[config.mk]
export PLATFORM = sky130hd
export DESIGN_NAME = adc_sample_decimator
export DESIGN_NICKNAME = d
export VERILOG_FILES = /design/src/rtl/adc_pkg.sv /design/src/rtl/adc_ready_watchdog.sv /design/src/rtl/adc_sample_decimator.sv
export SDC_FILE = /design/constraint.sdc
export NUM_CORES = 1
export LEC_CHECK = 0
export ABC_AREA = 1
export CORE_MARGIN = 10
export CORE_UTILIZATION = 45
export DETAILED_ROUTE_END_ITERATION = 12
export PLACE_DENSITY = 0.66
export RECOVER_POWER = 50
export REMOVE_ABC_BUFFERS = 1
export SLEW_MARGIN = 40
export SYNTH_ARGS = -nofsm -noshare
export SYNTH_HDL_FRONTEND = slang
export SYNTH_SLANG_ARGS = --single-unit
[constraint.sdc]
create_clock -name clk_78MHz_i -period 3.91 [get_ports clk_78MHz_i]
set_input_delay 0.782 -clock clk_78MHz_i [delete_from_list [all_inputs] [get_ports clk_78MHz_i]]
set_output_delay 0.782 -clock clk_78MHz_i [all_outputs]
set_load 0.01 [all_outputs]
[src/rtl/adc_pkg.sv]
// adc_pkg
// Shared definitions for the ADC sample path.
//   ADC_DATA_W  : native sample width of the XADC wrapper bus
//   adc_state_e : run/idle state of the decimator
//   ob_to_tc()  : offset-binary to two's-complement conversion
package adc_pkg;

    localparam int ADC_DATA_W = 12;

    typedef enum logic {
        IDLE = 1'b0,
        RUN  = 1'b1
    } adc_state_e;

    // Offset binary puts mid-scale at 100..0. Inverting the MSB maps that
    // code to zero and leaves the remaining bits as a two's-complement value.
    function automatic logic [ADC_DATA_W-1:0] ob_to_tc(input logic [ADC_DATA_W-1:0] raw);
        return {~raw[ADC_DATA_W-1], raw[ADC_DATA_W-2:0]};
    endfunction

endpackage

[src/rtl/adc_ready_watchdog.sv]
// adc_ready_watchdog
// Counts clock cycles since the last ready strobe and raises a sticky stall
// flag when the gap reaches TIMEOUT_CYC.
//   clk_i     : system clock, rising edge
//   rst_i     : asynchronous active-high reset
//   run_i     : counting enabled (decimator in RUN with enable asserted)
//   ready_i   : converter ready strobe; restarts the gap count
//   clear_i   : clears the sticky stall flag
//   stall_o   : sticky stall flag
//   timeout_o : single-cycle pulse in the cycle the gap count reaches TIMEOUT_CYC
module adc_ready_watchdog
    import adc_pkg::*;
#(
    parameter int TIMEOUT_CYC = 1024
) (
    input  logic clk_i,
    input  logic rst_i,
    input  logic run_i,
    input  logic ready_i,
    input  logic clear_i,
    output logic stall_o,
    output logic timeout_o
);

    localparam int GAP_W = $clog2(TIMEOUT_CYC + 1);

    logic [GAP_W-1:0] gap_q, gap_d;
    logic             stall_q, stall_d;
    logic             timeout;

    always_comb begin
        gap_d   = gap_q;
        timeout = 1'b0;
        if (!run_i || ready_i) begin
            // A strobe in the would-be timeout cycle wins: no stall is raised.
            gap_d = '0;
        end else if (gap_q != GAP_W'(TIMEOUT_CYC)) begin
            gap_d   = gap_q + GAP_W'(1);
            timeout = (gap_q == GAP_W'(TIMEOUT_CYC - 1));
        end
    end

    // Set has priority over clear so a coincident timeout is never lost.
    always_comb begin
        stall_d = stall_q;
        if (timeout) begin
            stall_d = 1'b1;
        end else if (clear_i) begin
            stall_d = 1'b0;
        end
    end

    always_ff @(posedge clk_i or posedge rst_i) begin
        if (rst_i) begin
            gap_q   <= '0;
            stall_q <= 1'b0;
        end else begin
            gap_q   <= gap_d;
            stall_q <= stall_d;
        end
    end

    assign stall_o   = stall_q;
    assign timeout_o = timeout;

endmodule

[src/rtl/adc_sample_decimator.sv]
// adc_sample_decimator
// Converts offset-binary ADC samples to two's complement and averages each
// group of 2^LOG2_DEC samples into one signed output sample.
//   clk_78MHz_i   : system clock, rising edge
//   reset_i       : asynchronous active-high reset
//   enable_i      : 1 = run, 0 = flush partial group and ignore input
//   data_i        : unsigned offset-binary sample, valid while ready_i is high
//   ready_i       : single-cycle sample strobe
//   clear_stall_i : clears stall_o
//   data_o        : signed decimated sample, held between pulses
//   valid_o       : single-cycle pulse, data_o is new in this cycle
//   stall_o       : sticky sample-gap watchdog flag
//   state_o       : current FSM state, for observation only
//
// Handshake: there is no back-pressure. ready_i marks a sample on data_i in
// that one cycle only; valid_o marks a new data_o in that one cycle only, two
// cycles after the ready_i that completes a group.
module adc_sample_decimator
    import adc_pkg::*;
#(
    parameter int DATA_W      = ADC_DATA_W,
    parameter int LOG2_DEC    = 2,
    parameter int TIMEOUT_CYC = 1024
) (
    input  logic              clk_78MHz_i,
    input  logic              reset_i,
    input  logic              enable_i,
    input  logic [DATA_W-1:0] data_i,
    input  logic              ready_i,
    input  logic              clear_stall_i,
    output logic [DATA_W-1:0] data_o,
    output logic              valid_o,
    output logic              stall_o,
    output adc_state_e        state_o
);

    localparam int DEC   = 1 << LOG2_DEC;
    localparam int ACC_W = DATA_W + LOG2_DEC;
    localparam int CNT_W = (LOG2_DEC > 0) ? LOG2_DEC : 1;

    adc_state_e               state_q, state_d;
    logic [DATA_W-1:0]        s1_q, s1_d;
    logic                     s1_v_q, s1_v_d;
    logic signed [ACC_W-1:0]  acc_q, acc_d;
    logic [CNT_W-1:0]         cnt_q, cnt_d;
    logic [DATA_W-1:0]        data_q, data_d;
    logic                     valid_q, valid_d;

    logic [DATA_W-1:0]        conv;
    logic signed [ACC_W-1:0]  sum;
    logic signed [ACC_W-1:0]  shifted;
    logic                     last_in_group;
    logic                     run;
    logic                     timeout;

    // ------------------------------------------------------------------
    // Offset-binary conversion
    // ------------------------------------------------------------------
    if (DATA_W == ADC_DATA_W) begin : g_pkg_conv
        assign conv = ob_to_tc(data_i);
    end else begin : g_wide_conv
        assign conv = {~data_i[DATA_W-1], data_i[DATA_W-2:0]};
    end

    // ------------------------------------------------------------------
    // FSM
    // ------------------------------------------------------------------
    always_comb begin
        state_d = state_q;
        case (state_q)
            IDLE:    if (enable_i)  state_d = RUN;
            RUN:     if (!enable_i) state_d = IDLE;
            default: state_d = IDLE;
        endcase
    end

    assign run = (state_q == RUN) && enable_i;

    // ------------------------------------------------------------------
    // Watchdog
    // ------------------------------------------------------------------
    adc_ready_watchdog #(
        .TIMEOUT_CYC (TIMEOUT_CYC)
    ) u_watchdog (
        .clk_i     (clk_78MHz_i),
        .rst_i     (reset_i),
        .run_i     (run),
        .ready_i   (ready_i),
        .clear_i   (clear_stall_i),
        .stall_o   (stall_o),
        .timeout_o (timeout)
    );

    // ------------------------------------------------------------------
    // Stage 1: capture and convert
    // ------------------------------------------------------------------
    always_comb begin
        s1_d   = s1_q;
        s1_v_d = ready_i && enable_i;
        if (ready_i && enable_i) begin
            s1_d = conv;
        end
    end

    // ------------------------------------------------------------------
    // Stage 2: accumulate and emit
    // ------------------------------------------------------------------
    // The accumulator carries LOG2_DEC guard bits, so a full group of
    // extreme samples cannot overflow before the shift.
    assign sum           = acc_q + ACC_W'($signed(s1_q));
    assign shifted       = sum >>> LOG2_DEC;
    assign last_in_group = (LOG2_DEC == 0) || (cnt_q == CNT_W'(DEC - 1));

    always_comb begin
        acc_d   = acc_q;
        cnt_d   = cnt_q;
        data_d  = data_q;
        valid_d = 1'b0;
        if (!enable_i || timeout) begin
            // Leaving RUN or a converter stall drops any partial group and
            // any sample still in stage 1, so the next output is aligned.
            acc_d = '0;
            cnt_d = '0;
        end else if (s1_v_q) begin
            if (last_in_group) begin
                data_d  = shifted[DATA_W-1:0];
                valid_d = 1'b1;
                acc_d   = '0;
                cnt_d   = '0;
            end else begin
                acc_d = sum;
                cnt_d = cnt_q + CNT_W'(1);
            end
        end
    end

    // ------------------------------------------------------------------
    // Registers
    // ------------------------------------------------------------------
    always_ff @(posedge clk_78MHz_i or posedge reset_i) begin
        if (reset_i) begin
            state_q <= IDLE;
            s1_q    <= '0;
            s1_v_q  <= 1'b0;
            acc_q   <= '0;
            cnt_q   <= '0;
            data_q  <= '0;
            valid_q <= 1'b0;
        end else begin
            state_q <= state_d;
            s1_q    <= s1_d;
            s1_v_q  <= s1_v_d;
            acc_q   <= acc_d;
            cnt_q   <= cnt_d;
            data_q  <= data_d;
            valid_q <= valid_d;
        end
    end

    assign data_o  = data_q;
    assign valid_o = valid_q;
    assign state_o = state_q;

endmodule

==> run metrics <==
outcome finished clean; Routed Antenna Nets 0; hpwl dp 5030 um; cell with the most instances after synthesis nand2_1; post_cts resized 0; layout cells sized above 1 0.0323; Place WS 1.20 ns; initial core utilization 0.468; min-delay worst type flop to flop; unrepaired setup endpoints after global routing false; Post-CTS Hold Buffers 0; fin crit share 0.665; Top FF cell, synth dfrtp_1; Clock Path Buffers 2; post-synth top area share 0.461; initial antenna violation count 0; pin count of the biggest net entering global routing 37; flops & latches, synth 55; DR vias 2,538; Die Y 101 um; Synthesis Warnings 0; drt first-iter violations 135; # rows 29; crit-path max cell delay 0.66 ns; CTS tree built; setup repair bufs after CTS 0; P&R area growth vs syn 16.5%; reg2reg start s1_q[0]; CORE AREA 6390 um^2; maxcap violations 0; setup TNS 0 ns; maximum vdd ir drop 0.000175 V; final hold vios 0; Post-synth top cells 168 x nand2_1, 55 x dfrtp_1, 45 x inv_1; Synth Area per Inst 7.52 um^2; crit path max fanout 14; post-synthesis sequential area ratio 0.461; number of detailed-route iterations in the first pass 4; Slew @ Worst Pin 0.865 ns; worst hold start acc_q[0]; Async S/R FF share, synth 1.00; setup violators final 0; Post-synth EDFFs 0; Static Leakage 1.88 nW; fill cell total of the finished layout 636; detail-routed via count per cell 4.98; Synth area leader dfrtp_1; crit path from enable_i; Power Dens Cells 357 nW/um^2; Fmax 385 MHz; DR WL/cell 12.8 um; post-route worst setup slack 1.31 ns; mapped cell area 2990 um^2; clock skew 0.00376 ns; ant diodes 0; Tmin final 2.60 ns; Reg clk slew, reported paths 0.09 ns; die footprint 10,300 um^2; critical path class input port to flop; drt total wl 6550 um; drt drc 0; GRT overflow 0; GP Congestion 0.929; largest cells by area after synthesis dfrtp_1 46%, nand2_1 21%, ha_1 6.7%; GRT Total Usage 0.137; WP data arrival 2.77 ns; Layout Cells excl Fill 510; Placed Cells incl. Taps 502; Cells after Synth 397; Relative slew margins 0.423; crit path capture type flop; I/O pins 32; first-pass GRT wire length 11,600 um; layout net count 466; Yosys cell types 21; critical path's slowest cell dlygate4sd3_1; clk root buf clkbuf_8; CP Data Required Time 4.08 ns; port bufs 31; htree depth 2; clk_lat worst skew 0.31 ns; CP Launch Type input port; TritonCTS Sinks 55; vias in the first global route 2,572; final max-slew violation count 0; cell chain of the critical path dlygate4sd3_1 > nand2_1 > nor2_1 > nand4_2 > nand4_1 > o21ai_0; width of the chip 101 um; CTS Buf Count 5
-- placed cells by master (no fill, tap or decap), drive strengths merged, types with 2 or more instances in the layout --
| cell type | n |
|---|---|
| nand4 | 7 |
| nor3 | 5 |
| clkdlybuf4s50 | 29 |
| dfrtp | 55 |
| o21ai | 12 |
| xor2 | 5 |
| nand2 | 168 |
| dlygate4sd3 | 2 |
| or2 | 2 |
| clkbuf | 9 |
| xnor2 | 4 |
| nor2 | 24 |
| nand3 | 30 |
| inv | 45 |
| a21oi | 15 |
| ha | 16 |
-- report_power, final --
group | switching (mW) | total [mW] | internal (mW)
clock | 0.185 | 0.346 | 0.161
sequential | 0.0289 | 0.638 | 0.610
combinational | 0.151 | 0.257 | 0.106
-- logic make-up (layout without fill, tap and decap cells) --
| group | count (synthesis) | count (layout) | synth area share |
|---|---|---|---|
| adders and majority gates | 17 | 17 | 0.0737 |
| DFF | 55 | 55 | 0.461 |
| and+or+nand+nor | 238 | 238 | 0.327 |
| buffers and inverters | 51 | 87 | 0.0666 |
| AOI/OAI and AO/OA | 27 | 27 | 0.0452 |
| xor gates and xnor gates | 9 | 9 | 0.0264 |
-- final timing paths --
kind / to / cells past startpoint / slack, ns
max: data_o[5] / 6 / 1.31
max reg2reg: data_o[4] / 8 / 1.87
min: acc_q[0] / 2 / 0.48
max in group asynchronous: data_o[5] / 3 / 1.59
min in group asynchronous: s1_q[1] / 2 / 1.02
min reg2reg: acc_q[0] / 2 / 0.48
-- worst max-delay path, delay by kind of cell --
kind	cells	cell delay, ns
compound gates	1	0.19
buf+inv	1	0.66
simple gates	4	1.13
-- through the flow --
step | power (mW) | utilization | hold WS (ns) | instance area (um^2)
after global routing | 1.32 | 0.545 | 0.518 | 3480
after detailed placement | 0.907 | 0.530 | 0.468 | 3390
after CTS | 1.26 | 0.546 | 0.492 | 3490
final | 1.24 | 0.545 | 0.484 | 3480
after global placement | 0.905 | 0.530 | 0.458 | 3390
after floorplan | 0.813 | - | 0.446 | 2960
-- metal layers --
metal / GRT usage / up-vias / share of wire
li1: - / 1321 / -
met1: 0.176 / 1156 / 0.49
met2: 0.220 / 55 / 0.44
met3: 0.0306 / 6 / 0.053
met4: 0.0472 / 0 / 0.013
met5: 0 / - / 0
-- layout make-up --
| cell class | instances | area (um^2) | share of cell area |
|---|---|---|---|
| inverter | 45 | 169 | 0.0485 |
| multi-input combinational | 291 | 1410 | 0.405 |
| clock buffer | 7 | 96.3 | 0.0277 |
| sequential | 55 | 1380 | 0.395 |
| tap | 77 | 96.3 | 0.0277 |
| timing repair buffer | 34 | 327 | 0.0938 |
| clock inverter | 1 | 7.51 | 0.00216 |
-- state kept, by name, indices dropped and copies added, names as in the netlist --
register	cells
state_o	1
data_o	12
u_watchdog.stall_o	1
s1_v_q	1
u_watchdog.gap_q	11
s1_q	12
cnt_q	2
acc_q	14
valid_o	1
No activity file was read; power rests on OpenSTA's default activity.
